$ cat config.mk
export PLATFORM = sky130hd
export DESIGN_NAME = fpu_issue_ctrl
export DESIGN_NICKNAME = d
export VERILOG_FILES = /design/src/rtl/fpu_issue_ctrl.sv
export SDC_FILE = /design/constraint.sdc
export NUM_CORES = 1
export LEC_CHECK = 0
export BUFFER_PORTS_ARGS = -buffer_cell sky130_fd_sc_hd__buf_2
export CAP_MARGIN = 15
export CORE_MARGIN = 8
export CORE_UTILIZATION = 45
export DETAILED_ROUTE_END_ITERATION = 8
export PLACE_DENSITY = 0.67
export SLEW_MARGIN = 10
export SYNTH_ARGS = -nofsm -noshare
export SYNTH_HDL_FRONTEND = slang
export SYNTH_SLANG_ARGS = --single-unit
$ cat constraint.sdc
create_clock -name i_clock -period 7 [get_ports i_clock]
set_clock_uncertainty 0.2 [all_clocks]
set_input_delay 0.35 -clock i_clock [delete_from_list [all_inputs] [get_ports i_clock]]
set_output_delay 0.35 -clock i_clock [all_outputs]
set_load 0.01 [all_outputs]
$ cat src/rtl/fpu_issue_ctrl.sv
// Issue sequencer in front of the fpu: queues FP16 requests, starts the unit,
// waits for completion (with hang abort) and holds a registered result until taken.
module fpu_issue_ctrl #(
  parameter int DEPTH   = 4,
  parameter int TAG_W   = 4,
  parameter int TIMEOUT = 64,
  parameter int CC_W    = 4,
  parameter int SF_W    = 5
) (
  input  logic             i_clock,
  input  logic             i_reset,
  input  logic             i_reqValid,
  output logic             o_reqReady,
  input  logic [1:0]       i_reqOp,
  input  logic [15:0]      i_reqA,
  input  logic [15:0]      i_reqB,
  input  logic [TAG_W-1:0] i_reqTag,
  output logic [15:0]      o_fpuIn1,
  output logic [15:0]      o_fpuIn2,
  output logic [1:0]       o_fpuOpOut,
  output logic             o_fpuStart,
  input  logic [15:0]      i_fpuOut,
  input  logic             i_mulDone,
  input  logic             i_divDone,
  input  logic [CC_W-1:0]  i_condCodes,
  input  logic [SF_W-1:0]  i_statusFlags,
  input  logic [2:0]       i_comps,
  output logic             o_resValid,
  input  logic             i_resReady,
  output logic [15:0]      o_resData,
  output logic [TAG_W-1:0] o_resTag,
  output logic [CC_W-1:0]  o_resCC,
  output logic [SF_W-1:0]  o_resFlags,
  output logic [2:0]       o_resComps,
  output logic             o_resTimeout,
  output logic [SF_W-1:0]  o_stickyFlags,
  input  logic             i_clearFlags
);

  localparam int PTR_W = $clog2(DEPTH);
  localparam int CNT_W = $clog2(DEPTH + 1);
  localparam int TO_W  = $clog2(TIMEOUT);
  localparam logic [SF_W-1:0] FLAG_NV = SF_W'(1) << (SF_W - 1);

  typedef struct packed {
    logic [1:0]       op;
    logic [15:0]      a;
    logic [15:0]      b;
    logic [TAG_W-1:0] tag;
  } req_t;

  typedef enum logic [1:0] {S_IDLE, S_ISSUE, S_WAIT, S_RESP} state_t;

  req_t             r_mem [DEPTH];
  logic [PTR_W-1:0] r_wr, r_rd;
  logic [CNT_W-1:0] r_cnt;
  state_t           r_state;
  req_t             r_cur;
  logic             r_start;
  logic [TO_W-1:0]  r_wcnt;
  logic             r_resValid;
  logic [15:0]      r_resData;
  logic [TAG_W-1:0] r_resTag;
  logic [CC_W-1:0]  r_resCC;
  logic [SF_W-1:0]  r_resFlags;
  logic [2:0]       r_resComps;
  logic             r_resTimeout;
  logic [SF_W-1:0]  r_sticky;

  req_t            w_req;
  logic            w_push, w_pop, w_done, w_cap, w_cap_to;
  logic [SF_W-1:0] w_flags;

  assign w_req      = {i_reqOp, i_reqA, i_reqB, i_reqTag};
  assign o_reqReady = (r_cnt != CNT_W'(DEPTH));
  assign w_push     = i_reqValid && o_reqReady;
  assign w_pop      = (r_state == S_IDLE) && (r_cnt != '0);

  // op[0] separates DIV from MUL; only the matching done line matters
  assign w_done   = r_cur.op[0] ? i_divDone : i_mulDone;
  assign w_cap_to = (r_state == S_WAIT) && !w_done && (r_wcnt == TO_W'(TIMEOUT - 1));
  assign w_cap    = ((r_state == S_ISSUE) && !r_cur.op[1]) ||
                    ((r_state == S_WAIT) && w_done) || w_cap_to;
  assign w_flags  = w_cap_to ? FLAG_NV : i_statusFlags;

  always_ff @(posedge i_clock) begin
    if (w_push) r_mem[r_wr] <= w_req;
  end

  always_ff @(posedge i_clock) begin
    if (i_reset) begin
      r_wr  <= '0;
      r_rd  <= '0;
      r_cnt <= '0;
    end else begin
      if (w_push) r_wr <= r_wr + 1'b1;
      if (w_pop)  r_rd <= r_rd + 1'b1;
      case ({w_push, w_pop})
        2'b10:   r_cnt <= r_cnt + 1'b1;
        2'b01:   r_cnt <= r_cnt - 1'b1;
        default: ;
      endcase
    end
  end

  always_ff @(posedge i_clock) begin
    if (i_reset) begin
      r_state    <= S_IDLE;
      r_cur      <= '0;
      r_start    <= 1'b0;
      r_wcnt     <= '0;
      r_resValid <= 1'b0;
    end else begin
      r_start <= 1'b0;
      case (r_state)
        S_IDLE: if (w_pop) begin
          r_cur   <= r_mem[r_rd];
          r_start <= r_mem[r_rd].op[1];
          r_state <= S_ISSUE;
        end
        S_ISSUE: begin
          r_wcnt     <= '0;
          r_state    <= r_cur.op[1] ? S_WAIT : S_RESP;
          r_resValid <= !r_cur.op[1];
        end
        S_WAIT: if (w_cap) begin
          r_state    <= S_RESP;
          r_resValid <= 1'b1;
        end else begin
          r_wcnt <= r_wcnt + 1'b1;
        end
        S_RESP: if (i_resReady) begin
          r_state    <= S_IDLE;
          r_resValid <= 1'b0;
        end
        default: r_state <= S_IDLE;
      endcase
    end
  end

  always_ff @(posedge i_clock) begin
    if (i_reset) begin
      r_resData    <= '0;
      r_resTag     <= '0;
      r_resCC      <= '0;
      r_resFlags   <= '0;
      r_resComps   <= '0;
      r_resTimeout <= 1'b0;
      r_sticky     <= '0;
    end else begin
      if (w_cap) begin
        r_resData    <= w_cap_to ? 16'h7E00 : i_fpuOut;
        r_resTag     <= r_cur.tag;
        r_resCC      <= w_cap_to ? '0 : i_condCodes;
        r_resFlags   <= w_flags;
        r_resComps   <= w_cap_to ? '0 : i_comps;
        r_resTimeout <= w_cap_to;
      end
      // a clear that coincides with a capture keeps only the new flags
      if (w_cap)             r_sticky <= i_clearFlags ? w_flags : (r_sticky | w_flags);
      else if (i_clearFlags) r_sticky <= '0;
    end
  end

  assign o_fpuIn1      = r_cur.a;
  assign o_fpuIn2      = r_cur.b;
  assign o_fpuOpOut    = r_cur.op;
  assign o_fpuStart    = r_start;
  assign o_resValid    = r_resValid;
  assign o_resData     = r_resData;
  assign o_resTag      = r_resTag;
  assign o_resCC       = r_resCC;
  assign o_resFlags    = r_resFlags;
  assign o_resComps    = r_resComps;
  assign o_resTimeout  = r_resTimeout;
  assign o_stickyFlags = r_sticky;

endmodule

# Yosys cells after proc, flatten, opt, wreduce, memory -nomap -nowiden
# Memories as Yosys holds them, arrays and structs flattened. A register that Yosys moved wholly into a read port is not among the register bits.
# Index checks and enable logic that the tools add are counted.
[op_classes]
addsub = 5
n_eq_ne = 11
n_mux = 23
bitwise = 3
n_reduce_logical = 21
[op_table]
columns = ["cell", "n"]
rows = [
  ["$mux W5", 4],
  ["$mux W16", 1],
  ["$pmux W6 S2", 1],
  ["$mux W2", 5],
  ["$ne A2 B2 Y1 const B", 4],
  ["$pmux W2 S4", 1],
  ["$add A6 B1 Y6 const B", 1],
  ["$eq A2 B2 Y1 const B", 3],
  ["$eq A6 B6 Y1 const B", 1],
  ["$logic_and A1 B1 Y1", 6],
  ["$mux W1", 6],
  ["$mux W6", 1],
  ["$pmux W3 S2", 1],
  ["$reduce_and A3 Y1", 2],
  ["$reduce_bool A2 Y1", 3],
  ["$reduce_bool A3 Y1", 2],
  ["$or A5 B5 Y5", 1],
  ["$add A2 B1 Y2 const B", 2],
  ["$eq A2 B1 Y1 const B", 2],
  ["$mux W4", 1],
  ["$reduce_and A2 Y1", 2],
  ["$add A3 B1 Y3 const B", 1],
  ["$mux W3", 1],
  ["$ne A3 B3 Y1 const B", 1],
  ["7 further kinds", 10],
]
[totals]
regBits = 93
ram_bits = 152
input_bits = 73
word_cells = 82
memories = 1
[mem_list]
columns = ["name", "depth", "word_bits", "read_ports", "rd_clocked_by_memory_dff", "write_ports", "line_no", "text"]
rows = [
  ["r_mem", 4, 38, 1, 1, 1, "54", "req_t r_mem [DEPTH];"],
]

# Logic depth before layout (Yosys ltp)
# Gate-level depths: netlist (run 1).
[logic_depth]
ltp_word = 8
mapped_depth = 11

# Worst setup path after synthesis (run 1)
# Ideal clock, no wire load.
[synth_path]
kind = "register to register"
from = "register r_state[1]"
to = "register r_cnt[2]"
setup_time_ps = 70
arrival_ps = 2302
slack_ps = 4428
path_stages_with_launch = 12
n_path_buf = 1
period_less_slack_ps = 2572
cell_sequence = "dfxtp_1 -> inv_1 -> ha_1 -> o31ai_1 -> clkinv_1 -> clkbuf_1 -> ha_1 -> inv_1 -> fa_1 -> xor2_1 -> or3_1 -> a21oi_1"
[synth_between]
elab_chain_cells = 4
word_cells_on_any_way = 6
[synth_lines]
columns = ["element", "line_no", "text"]
rows = [
  ["start, declared", "57", "state_t r_state;"],
  ["start signal, assigned", "123", "r_state <= r_cur.op[1] ? S_WAIT : S_RESP;"],
  ["$logic_not A2 Y1 (*)", "77", "assign w_pop = (r_state == S_IDLE) && (r_cnt != '0);"],
  ["$logic_and A1 B1 Y1 (*)", "77", ""],
  ["named net w_pop", "71", "logic w_push, w_pop, w_done, w_cap, w_cap_to;"],
  ["$eq A2 B1 Y1 / $eq A2 B2 Y1 (equally long branches)", "98", "case ({w_push, w_pop})"],
  ["$pmux W3 S2 / $reduce_bool A2 Y1 (equally long branches)", "--", ""],
  ["end signal, assigned", "99", "2'b10: r_cnt <= r_cnt + 1'b1;"],
  ["end signal, assigned", "100", "2'b01: r_cnt <= r_cnt - 1'b1;"],
  ["end, declared", "56", "logic [CNT_W-1:0] r_cnt;"],
]
# Mark *: on every way through the listed nets, which the timed path passes. The rest lies on a longest branch.
# A chain may end at the register's enable or synchronous reset.

# Worst setup path after layout (run 1)
[layout_path]
from = "register r_state[1]"
to = "register r_state[0]"
[layout_between]
elab_chain_cells = 6
word_cells_on_any_way = 16
[layout_lines]
columns = ["element", "line_no", "text"]
rows = [
  ["$eq A2 B1 Y1 / $eq A2 B2 Y1 (equally long branches)", "--", ""],
  ["$logic_and A1 B1 Y1, on equally long branches", "82, 81, 83", ""],
  ["$logic_or A1 B1 Y1 / $logic_and A1 B1 Y1 (equally long branches)", "82, 81", ""],
  ["$logic_or A1 B1 Y1", "83", "((r_state == S_WAIT) && w_done) || w_cap_to;"],
  ["$ne A2 B2 Y1 (no source line)", "--", ""],
  ["$reduce_and A3 Y1 (no source line)", "--", ""],
]
# Several ways; a longest one is shown, not always the timed one.

==> flow_summary.ini, run 1 <==
[floorplan]
core_area_um2 = 20800
die-area_um2 = 25700
start_util_pct = 45.2
num_io_pins = 148
die_x_um = 160
num_rows = 53
die_y_um = 160

[clocking]
cts_buffers = 25
cts-root-buf = clkbuf_16
clk_latency_ps = 510
cts_setup_buffers = 0
cts_hold_buf = 67
cts_tree = yes
h-tree-depth = 1
clockBufferDepth = 3
clock_sinks = 247
cts_resized = 0
clk_pin_slew_worst_paths_ps = 60

[setup_path]
end_kind = flop
reg2reg_from = r_state[1]$_SDFFE_PP0P_
worstSetupPathType = reg2reg
cp_max_fo = 16
crit_required_ps = 7230
worst-r2r-setup-slack_ps = 4440
reg2reg_depth = 6
worst_setup_path_startpoint = r_state[1]$_SDFFE_PP0P_
rr_endpoint = r_state[0]$_SDFFE_PP0P_
worst_setup_path_start_kind = flop
cp.arrival_ps = 2790

[global_route]
grt_overflow = 0
antenna_found_initial = 0
grt_pass1_wl_um = 32400
grt_usage_pct = 15.7
grt_max_degree = 71
grt_pass1_vias = 5979

[sta]
setup_viol = 0
fin_crit_ps = 2560
finalMaxSlewViolations = 0
worstMarginPinSlew_ps = 1090
fmax_mhz = 390
fin_setup_tns_ps = 0
hold_viol_final = 0
rsz0062_at_grt = no
fin_crit_sh_pct = 36.6
max_slew_margin_pct = 27.5

[logic_synthesis]
async_reset_ff_share_pct = 0
synth_area_um2 = 9380
syn_inst = 678
syn_nets = 763
synth_warnings = 0
ys_seq_area_share_pct = 68.9
ys.flop_type = edfxtp_1
synth_area_per_cell_um2 = 13.8
postSynthRegisterBits = 247
synth_edf_count = 152
yosysUniqueCellTypes = 41

[final_layout]
final_common_cell = edfxtp_1
post_route_cells_drive_above_1_share_pct = 26.7
final_area_um2 = 11500
num_antenna_cells = 0
fin_nets = 941
area_growth_pct = 23.0
final_cell_mix = 152 x edfxtp_1, 147 x buf_2, 140 x nand2_1

[detailed_routing]
avgViaCountPerCell = 5.00
drc = 0
wire_per_inst_um = 17.7
ant_nets = 0
drtIter0Drc = 404
drt_first_pass_iters = 5
wirelength_um = 20300
dr_total_vias = 5744

[pwr]
power_density_nw_per_um2 = 389
irDropWorstVdd_uv = 202
p_leak_uw = 0.00430

[placed_design]
place_area_um2 = 10100
place.detailed.hpwl_um = 12000
numPortBuffers = 147
gp_congestion = 0.787

[min_path]
hold-path-endpoint = r_wr[1]$_SDFFE_PP0P_
hold_depth = 4
hold_path.startpoint = i_reqValid
worstHoldPathType = in2reg

[run]
maxCapViolCount = 0

[status]
status = finished, final reports clean
==> power breakdown <==
part / switching, uW / internal [uW] / leakage, uW
sequential: 181 / 1820 / 0.00217
combinational: 729 / 547 / 0.00177
clock: 518 / 694 / 0.000358
==> worst max-delay path by stage <==
stage                                    end  slack [ps]  cells past startpoint
finish               r_state[0]$_SDFFE_PP0P_        4440                      6
global route         r_state[0]$_SDFFE_PP0P_        4220                      6
CTS                  r_state[0]$_SDFFE_PP0P_        4450                      6
detailed placement   r_state[0]$_SDFFE_PP0P_        4470                      6
global placement    o_resTag[3]$_SDFFE_PP0P_        4500                      6
floorplan              r_cnt[2]$_SDFFE_PP0P_        4430                     11
==> per-layer routing <==
layer  vias to the layer above  share of wire [%]  GRT usage [%]
met4                         0                1.8           4.72
met5                         -                  0              0
met1                      2783                 42           18.8
met2                       157                 50           27.2
met3                        29                6.3           4.12
li1                       2775                  -              -
==> registers in the layout (all words and copies together), names as in the netlist, 5 cells and up, named ones only <==
register	cells
o_fpuIn1	16
o_fpuIn2	16
o_resData	16
o_resFlags	5
o_stickyFlags	5
r_mem	152
r_wcnt	6
==> cell families after synthesis <==
logic type	count (synthesis)	synth area share, %
flip-flops	247	68.9
AND/OR/NAND/NOR	188	8.20
AO/OA/AOI/OAI	97	5.85
buffers and inverters	81	4.67
multiplexers	46	10.0
adder cells (fa/ha/maj)	12	1.68
XOR/XNOR	7	0.654
==> critical path: stages, from the launching register on <==
cell,delay (ps)
dfxtp_1,460
ha_1,380
and3_1,220
nand3_2,290
a311o_1,460
or3_1,350
a21oi_1,120
==> synth_stat cells (2+ instances only) <==
library cell	number	area [um^2]
a211oi_1	2	15.0
a21oi_1	71	355
a311o_1	2	20.0
a31oi_1	6	37.5
a32oi_1	4	35.0
and2_1	2	12.5
and3_1	7	43.8
buf_1	2	7.51
buf_2	5	25.0
buf_4	34	255
clkbuf_1	27	101
dfxtp_1	95	1900
edfxtp_1	152	4560
ha_1	11	138
inv_1	12	45.0
mux2i_1	7	70.1
mux4_2	38	856
nand2_1	140	526
nand3_1	6	30.0
nor2_1	22	82.6
nor2b_1	2	12.5
nor3_1	2	10.0
o21ai_0	4	20.0
o31ai_1	2	15.0
or3_1	2	12.5
xnor2_1	4	35.0
xor2_1	3	26.3
==> through the flow <==
step / hold slack [ps] / std cells / setup WS, ps / power [uW] / util (%)
global route: 115 / 1149 / 4220 / 4760 / 55.6
detailed placement: 244 / 1037 / 4470 / 3300 / 48.8
floorplan: 236 / 678 / 4430 / 2960 / -
CTS: 77.8 / 1149 / 4450 / 4550 / 55.6
finish: 91.6 / 1149 / 4440 / 4490 / 55.6
global placement: 234 / 1037 / 4500 / 3280 / 48.8
==> area by class of cell <==
class	instances	area [um^2]
fillers	1678	9220
repair buffers	219	1440
clock buffers	34	659
multi-input cells	350	2500
well taps	275	344
clock inverters	11	76.3
flip-flops and latches	247	6470
inverters	13	48.8
Note: power is estimated with default switching activity, not from simulation.
==> run 2: changes to the inputs <==
Settings changed: PLACE_DENSITY 0.67 to 0.69.
Clock period 7 ns to 2.3 ns, I/O delays scaled along.
==> flow_summary.ini, run 2 (synthesis results as in run 1) <==
[status]
status = finished, final reports clean

[detailed_routing]
ant_nets = 0
drc = 0
dr_total_vias = 5924
avgViaCountPerCell = 5.03
wirelength_um = 20600
drtIter0Drc = 390
drt_first_pass_iters = 4
wire_per_inst_um = 17.5

[sta]
setup_viol = 0
max_slew_margin_pct = 61.2
rsz0062_at_grt = no
whs_ps = 148
finalMaxSlewViolations = 0
fin_setup_tns_ps = 0
fin_crit_ps = 2190
fmax_mhz = 457
fin_crit_sh_pct = 95.1
hold_viol_final = 0
worstMarginPinSlew_ps = 580

[final_layout]
num_antenna_cells = 0
final_common_cell = edfxtp_1
final_cell_mix = 152 x edfxtp_1, 147 x buf_2, 140 x nand2_1
area_growth_pct = 27.5
fin_nets = 969
final_area_um2 = 12000
post_route_cells_drive_above_1_share_pct = 31.2
top_register = r_mem
fin_util_pct = 57.6
largest_reg_flops = 152

[floorplan]
num_rows = 53
die_y_um = 160
core_area_um2 = 20800
num_io_pins = 148
die-area_um2 = 25700
die_x_um = 160
start_util_pct = 45.2

[pwr]
switching_power_uw = 4500
p_seq_share_pct = 42.1
p_comb_share_pct = 30.7
power.share.clock_pct = 27.2
p_int_uw = 9710
p_leak_uw = 0.00451
power_density_nw_per_um2 = 1190
irDropWorstVdd_uv = 930
power_uw = 14200
swShare_pct = 31.7

[placed_design]
place.detailed.hpwl_um = 13000
gp_congestion = 0.806
numPortBuffers = 147
place_area_um2 = 10400

[clocking]
cts_tree = yes
h-tree-depth = 1
clk_pin_slew_worst_paths_ps = 60
cts_buffers = 25
clockBufferDepth = 3
clock_sinks = 247
cts-root-buf = clkbuf_16
clk_latency_ps = 510
cts_setup_buffers = 0

[setup_path]
worst_setup_path_start_kind = flop
reg2reg_from = r_state[1]$_SDFFE_PP0P_
end_kind = flop
worstSetupPathType = reg2reg
worst-r2r-setup-slack_ps = 110
reg2reg_depth = 10
cp_max_fo = 7
crit_required_ps = 2540
max_stage_delay_ps = 370
rr_endpoint = r_cnt[2]$_SDFFE_PP0P_
worst_path_max_delay_cell = dfxtp_2
crit_path_cell_trace = inv_2 -> ha_4 -> o31ai_4 -> inv_2 -> ha_4 -> inv_1 -> fa_1 -> xor2_1 -> or3_1 -> a21oi_1
cp.arrival_ps = 2430

[min_path]
hold_depth = 2
worstHoldPathType = in2reg
hold_path.startpoint = i_reqB[14]
hold-path-endpoint = r_mem[2][18]$_DFFE_PP_

[global_route]
grt_usage_pct = 15.6
grt_max_degree = 44
grt_pass1_wl_um = 32700
grt_pass1_vias = 6150
antenna_found_initial = 0
grt_overflow = 0

[run]
maxCapViolCount = 0
## run 2: cell count changes in the layout (fill, tap and decap cells not counted), moves of 3 or more
cell / before / now
buf_12: 0 / 7
inv_2: 0 / 6
inv_1: 12 / 7
clkbuf_1: 9 / 4
dfxtp_1: 93 / 90
clkbuf_8: 0 / 7
clkinv_1: 7 / 0
buf_4: 5 / 21
dlygate4sd3_1: 67 / 72
## run 2: power by group through the flow
stage / clock network (uW) / registers (uW) / logic, uW
2_1_floorplan: 0 / 5990 / 3090
3_3_place_gp: 0 / 6050 / 4220
3_5_place_dp: 0 / 6080 / 4290
4_1_cts: 3950 / 5990 / 4400
5_1_grt: 4120 / 6080 / 4800
6_report: 3870 / 5990 / 4360
## run 2: worst max path at each step
| stage | startpoint | to |
|---|---|---|
| finish | r_state[1]$_SDFFE_PP0P_ | r_cnt[2]$_SDFFE_PP0P_ |
| global route | o_fpuOpOut[0]$_SDFFE_PP0N_ | r_wcnt[5]$_SDFFE_PP0P_ |
| CTS | r_cnt[1]$_SDFFE_PP0P_ | r_cnt[2]$_SDFFE_PP0P_ |
| detailed placement | r_cnt[1]$_SDFFE_PP0P_ | r_cnt[2]$_SDFFE_PP0P_ |
| global placement | r_cnt[1]$_SDFFE_PP0P_ | r_cnt[2]$_SDFFE_PP0P_ |
| floorplan | r_state[0]$_SDFFE_PP0P_ | r_cnt[2]$_SDFFE_PP0P_ |
## run 2: final cells by class
| class | instances | area, um^2 |
|---|---|---|
| clock buffers | 38 | 749 |
| inverters | 13 | 48.8 |
| multi-input cells | 350 | 2550 |
| repair buffers | 247 | 1750 |
| clock inverters | 7 | 46.3 |
| well taps | 275 | 344 |
| fillers | 1609 | 8790 |
| flip-flops and latches | 247 | 6470 |
## run 2: routing by layer
metal,up-vias,wire length [um],GRT usage (%)
met4,0,354,4.08
li1,2832,-,-
met5,-,0,0
met2,176,10200,27.5
met3,34,1350,3.89
met1,2882,8650,18.8
## run 2: worst max-delay path, delay by kind of cell (launching register included)
family	cells	cell delay, ps
xor gates and xnor gates	1	160
adders and majority gates	3	660
buffers and inverters	3	200
and+or+nand+nor	1	310
DFF	1	370
AOI/OAI and AO/OA	2	220
## run 2: timing repair
action / in CTS / in global routing
gates resized for setup: 1 / 6
endpoints found under the setup margin: 1 / 13
endpoints found under the hold margin: 204 / 0
hold buffers: 72 / 0
## run 2: through the flow
stage	instances	worst slack [ps]
after floorplan	678	29.2
after global placement	1060	53.0
after detailed placement	1060	0.409
after CTS	1177	17.0
after global routing	1177	16.8
final	1177	113
